## src/rtl/cpu_types_pkg.sv

```systemverilog
// Shared CPU types: machine word, instruction-cache frame geometry, frame record and FSM states.
// The icache frame layout is fixed here, so the icache FRAMES parameter must agree with ICACHE_FRAMES.
package cpu_types_pkg;

    typedef logic [31:0] word_t;

    localparam int ICACHE_FRAMES = 16;
    localparam int IDX_W = $clog2(ICACHE_FRAMES);
    localparam int TAG_W = 32 - IDX_W - 2;

    typedef struct packed {
        logic             valid;
        logic [TAG_W-1:0] tag;
        word_t            data;
    } icache_frame_t;

    typedef enum logic {
        COMPARE = 1'b0,
        FETCH   = 1'b1
    } icache_state_t;

endpackage

```

## src/rtl/icache_if.sv

```systemverilog
// Fetch-side and memory-side signals of the instruction cache.
// The cache takes the slave view; the datapath/memory harness takes the master view.
interface icache_if;
    import cpu_types_pkg::*;

    logic  imemREN;
    word_t imemaddr;
    logic  ihit;
    word_t imemload;
    logic  flush;
    logic  iREN;
    word_t iaddr;
    logic  iwait;
    word_t iload;

    modport slave (
        input  imemREN, imemaddr, flush, iwait, iload,
        output ihit, imemload, iREN, iaddr
    );

    modport master (
        output imemREN, imemaddr, flush, iwait, iload,
        input  ihit, imemload, iREN, iaddr
    );
endinterface

```

## src/rtl/icache.sv

```systemverilog
// Direct-mapped, one-word-per-frame, read-only instruction cache with zero-cycle hits
// and a two-state COMPARE/FETCH miss handler.
module icache
    import cpu_types_pkg::*;
#(
    parameter int FRAMES = 16
) (
    input  logic     CLK,
    input  logic     nRST,
    icache_if.slave  cif
);

    if (FRAMES != (1 << IDX_W)) begin : g_geometry_check
        $error("icache: FRAMES must equal cpu_types_pkg::ICACHE_FRAMES");
    end

    icache_state_t    state, next_state;
    word_t            miss_addr;
    logic             flush_pend;
    logic [FRAMES-1:0] valid;
    logic [TAG_W-1:0] tags [FRAMES];
    word_t            data [FRAMES];

    logic [IDX_W-1:0] idx, fill_idx;
    logic [TAG_W-1:0] tag;
    icache_frame_t    frame;
    logic             hit, fill, flush_now;

    // NOTE: every always_comb output gets a default first so no path can infer a latch.
    always_comb begin
        idx       = cif.imemaddr[IDX_W+1:2];
        tag       = cif.imemaddr[31:IDX_W+2];
        fill_idx  = miss_addr[IDX_W+1:2];
        frame     = '{valid: valid[idx], tag: tags[idx], data: data[idx]};
        hit       = (state == COMPARE) && cif.imemREN && !cif.flush
                    && frame.valid && (frame.tag == tag);
        fill      = (state == FETCH) && !cif.iwait;
        flush_now = cif.flush || flush_pend;

        next_state = state;
        unique case (state)
            COMPARE: if (cif.imemREN && !cif.flush && !hit) next_state = FETCH;
            FETCH:   if (!cif.iwait) next_state = COMPARE;
            default: next_state = COMPARE;
        endcase

        cif.ihit     = hit;
        cif.imemload = hit ? frame.data : '0;
        cif.iREN     = (state == FETCH);
        cif.iaddr    = miss_addr;
    end

    // NOTE: sequential state uses non-blocking assignments so all registers update together at the edge.
    always_ff @(posedge CLK or negedge nRST) begin
        if (!nRST) begin
            state      <= COMPARE;
            miss_addr  <= '0;
            flush_pend <= 1'b0;
        end else begin
            state <= next_state;
            if (state == COMPARE && next_state == FETCH)
                miss_addr <= cif.imemaddr & ~32'd3;
            // A flush seen mid-fill is remembered until the fill edge.
            if (fill)
                flush_pend <= 1'b0;
            else if (state == FETCH && cif.flush)
                flush_pend <= 1'b1;
        end
    end

    always_ff @(posedge CLK or negedge nRST) begin
        if (!nRST) begin
            valid <= '0;
        end else if (state == COMPARE && cif.flush) begin
            valid <= '0;
        end else if (fill) begin
            if (flush_now) valid <= '0;
            else           valid[fill_idx] <= 1'b1;
        end
    end

    // NOTE: tag and data arrays carry no reset; the valid bits alone decide whether a frame is usable.
    always_ff @(posedge CLK) begin
        if (fill) begin
            tags[fill_idx] <= miss_addr[31:IDX_W+2];
            data[fill_idx] <= cif.iload;
        end
    end

endmodule

```

## src/flat_wrapper.sv

```systemverilog
// flat-port wrapper written by rule: the top's interface ports become plain ports
module icache_flat import cpu_types_pkg::*;
#(
    parameter int FRAMES = 16
)
  (CLK, nRST, cif_imemREN, cif_imemaddr, cif_flush, cif_iwait, cif_iload, cif_ihit, cif_imemload, cif_iREN, cif_iaddr);
  icache_if cif_i ();
  input  logic CLK;
  input  logic nRST;
  input wire logic [$bits(cif_i.imemREN)-1:0] cif_imemREN;
  input wire logic [$bits(cif_i.imemaddr)-1:0] cif_imemaddr;
  input wire logic [$bits(cif_i.flush)-1:0] cif_flush;
  input wire logic [$bits(cif_i.iwait)-1:0] cif_iwait;
  input wire logic [$bits(cif_i.iload)-1:0] cif_iload;
  output wire logic [$bits(cif_i.ihit)-1:0] cif_ihit;
  output wire logic [$bits(cif_i.imemload)-1:0] cif_imemload;
  output wire logic [$bits(cif_i.iREN)-1:0] cif_iREN;
  output wire logic [$bits(cif_i.iaddr)-1:0] cif_iaddr;
  assign cif_i.imemREN = cif_imemREN;
  assign cif_i.imemaddr = cif_imemaddr;
  assign cif_i.flush = cif_flush;
  assign cif_i.iwait = cif_iwait;
  assign cif_i.iload = cif_iload;
  assign cif_ihit = cif_i.ihit;
  assign cif_imemload = cif_i.imemload;
  assign cif_iREN = cif_i.iREN;
  assign cif_iaddr = cif_i.iaddr;
  icache #(.FRAMES(FRAMES)) u_core (.CLK(CLK), .nRST(nRST), .cif(cif_i));
endmodule
```

## config.mk

```make
export PLATFORM = sky130hd
export DESIGN_NAME = icache_flat
export DESIGN_NICKNAME = d
export VERILOG_FILES = /design/src/rtl/cpu_types_pkg.sv /design/src/rtl/icache_if.sv /design/src/rtl/icache.sv /design/src/flat_wrapper.sv
export SDC_FILE = /design/constraint.sdc
export NUM_CORES = 1
export LEC_CHECK = 0
export BUFFER_PORTS_ARGS = -buffer_cell sky130_fd_sc_hd__buf_2
export CORE_MARGIN = 5
export CORE_UTILIZATION = 45
export DETAILED_ROUTE_END_ITERATION = 6
export PLACE_DENSITY_LB_ADDON = 0.05
export SLEW_MARGIN = 10
export SYNTH_ARGS = -nofsm -noshare
export SYNTH_HDL_FRONTEND = slang
export SYNTH_SLANG_ARGS = --single-unit
```

## constraint.sdc

```tcl
create_clock -name CLK -period 9.6 [get_ports CLK]
set_clock_uncertainty 0.1 [all_clocks]
set_input_delay 0.48 -clock CLK [delete_from_list [all_inputs] [get_ports CLK]]
set_output_delay 0.48 -clock CLK [all_outputs]
set_load 0.02 [all_outputs]
```

==> reports/qor.yml <==
status: "finished clean"
cts_buffers: 102
synth_top_area_share_pct: 73.5
finalSetupTns_ns: 0
cp-endpoint: "cif_imemload[31]"
antenna_found_initial: 6
layout_min_cycle_time_ns: 6.02
yosys_warnings: 0
port_buffers: 130
r2r_end: "u_core.cif.iaddr[6]"
post-route-util_pct: 51.9
clk-insertion-delay-late_ns: 0.65
crit_arrival_ns: 5.44
cts_resized: 0
synth_common_cells: "edfxtp_1 (928), mux4_2 (254), mux2i_1 (61)"
p_leak_uw: 0.0142
overflow: 0
std_cell_rows: 106
h-tree-depth: 3
whs_ns: 0.0329
required_ns: 9.02
cp-end-kind: "primary output"
maxCapViolations: 0
post_cts.repair.setup_buffers: 0
start_kind: "primary input"
critical_path.max_fanout: 69
io_pins: 135
final_design_area_no_fill_sq_um: 43400
die_w_um: 300
synth-seq-area-share_pct: 76.6
max_slew_margin_pct: 26.8
final-setup-viol-count: 0
async_reset_ff_share_pct: 4.92
fin_crit_sh_pct: 62.7
tightest_slew_ns: 1.10
yosys.area.top_type: "edfxtp_1"
grt_pass1_vias: 18889
min_path_type: "in2reg"
wl_mm: 92.5
avgViaCountPerCell: 5.77
synth.top_cells.by_area: "edfxtp_1 (73%), mux4_2 (15%), dfrtp_1 (3.2%), mux2i_1 (1.6%), nor2b_1 (0.61%)"
clock_path_buffers: 3
cp_top_family: "buffers and inverters"
drt-wirelength-per-cell_um: 29.8
hold_viol_final: 0
crit_start: "cif_imemaddr[3]"
vdd_ir_drop_max_mv: 0.150
area_growth_pct: 14.4
critPathMaxStageDelay_ns: 0.91
die_area_sq_um: 90200
die_height_um: 300
core_area_sq_um: 83700
clk_pin_slew_ns: 0.06
grt_max_degree: 93
worstSetupPathDepth: 10
gp_congestion: 0.725
initial_utilization_pct: 45.3
drt_iter0_markers: 1549
fmax_mhz: 166
nets: 1952
crit_path_top_delay_cell: "buf_4"
drtPass1Iterations: 5
rr_startpoint: "u_core.tags[3][21]"
place_area_sq_um: 40000
drive_gt1_share_pct: 31.1
grt.total_usage_pct: 20.5
synth_seq_cells: 976
cp_cell_sequence: "clkbuf_8 > buf_4 > mux4_2 > mux4_2 > xnor2_1 > nand2_1 > a2111oi_2 > nand4_4 > and2b_1 > buf_2"
ys.flop_type: "edfxtp_1"
reg2reg_slack_ns: 4.82
synth_edf_count: 928
cp_common_cell: "mux4_2"
cts_sinks: 976
synth.distinct_cells: 55
syn_inst: 1681
cts_tree: "built"
cts.root.buffer_cell: "clkbuf_16"
yosys.cell_count.top_type: "edfxtp_1"
rsz0062_at_grt: "no"
worst_r2r_path_depth: 9
antenna_left: 0
p_per_area_nw_per_um2: 217
cp_num_buf_inv: 3
synth.avg_cell_area_sq_um: 22.6
hpwl_mm: 48.0
drc: 0
grt_pass1_wl_mm: 134
crit_type: "in2out"
vias: 17912
netlist_area_sq_um: 37900
slew_viol_final: 0
logic make-up after synthesis:
kind of cell              synth area share [%]
DFF                                       76.6
muxes                                     17.9
and+or+nand+nor                           1.86
buffers and inverters                     1.35
AOI/OAI and AO/OA                         1.64
xor gates and xnor gates                 0.669
other                                  0.00988
worst min-delay path by stage:
stage	startpoint	to	slack, ns	depth (start not counted)
after CTS	cif_imemaddr[7]	u_core.cif.iaddr[7]	0.0007	2
after global placement	u_core.valid[7]	u_core.valid[7]	0.37	2
after global routing	cif_imemaddr[16]	u_core.cif.iaddr[16]	0.02	2
after detailed placement	u_core.valid[6]	u_core.valid[6]	0.38	2
final	cif_imemaddr[7]	u_core.cif.iaddr[7]	0.03	2
after floorplan	nRST	u_core.cif.iREN	0.08	0
placed cells by master (no fill, tap or decap), drive strengths merged, types with 16 or more instances in the layout:
| cell | instances |
|---|---|
| buf | 171 |
| nand2 | 18 |
| dfrtp | 48 |
| mux4 | 254 |
| xnor2 | 16 |
| mux2i | 61 |
| edfxtp | 928 |
| nor2b | 37 |
| clkinv | 45 |
| clkbuf | 134 |
| nor2 | 47 |
| a21oi | 21 |
| mux2 | 36 |
routing by layer:
| metal | global-route usage [%] | vias to the layer above | part of all wire [%] |
|---|---|---|---|
| li1 | - | 7495 | - |
| met1 | 29.5 | 9792 | 44 |
| met2 | 33.1 | 500 | 49 |
| met3 | 3.47 | 121 | 5.1 |
| met4 | 5.30 | 4 | 2.0 |
| met5 | 0 | - | 0.029 |
per-stage QoR:
stage	power (uW)	std cells	setup WS (ns)
3_3_place_gp	5670	2900	3.14
3_5_place_dp	5690	2900	3.23
6_report	9440	3104	3.58
5_1_grt	9790	3103	3.21
2_1_floorplan	5410	1682	3.87
4_1_cts	9550	3103	3.41
layout make-up:
| cell class | instances | area [sq um] |
|---|---|---|
| Fill cell | 6631 | 40300 |
| Clock inverter | 57 | 488 |
| Tap cell | 1134 | 1420 |
| Inverter | 7 | 28.8 |
| Antenna cell | 1 | 2.50 |
| Timing Repair Buffer | 185 | 1130 |
| Multi-Input combinational cell | 611 | 8490 |
| Clock buffer | 133 | 2790 |
| Sequential cell | 976 | 29100 |
repair_timing:
item,4_1_cts,5_1_grt
endpoints found under the setup margin,0,0
hold endpoints to repair,60,0
hold buffers,13,0
registers in the layout, indices dropped and copies added, names as in the netlist:
register	cells
u_core.cif.iaddr	30
u_core.cif.iREN	1
u_core.data	512
u_core.tags	416
u_core.valid	16
u_core.flush_pend	1
power breakdown:
part | internal (uW) | total, uW | switching (uW)
registers | 4860 | 5010 | 146
clock network | 2260 | 3850 | 1590
logic | 231 | 582 | 351
Power figures use the tool's default switching activity.
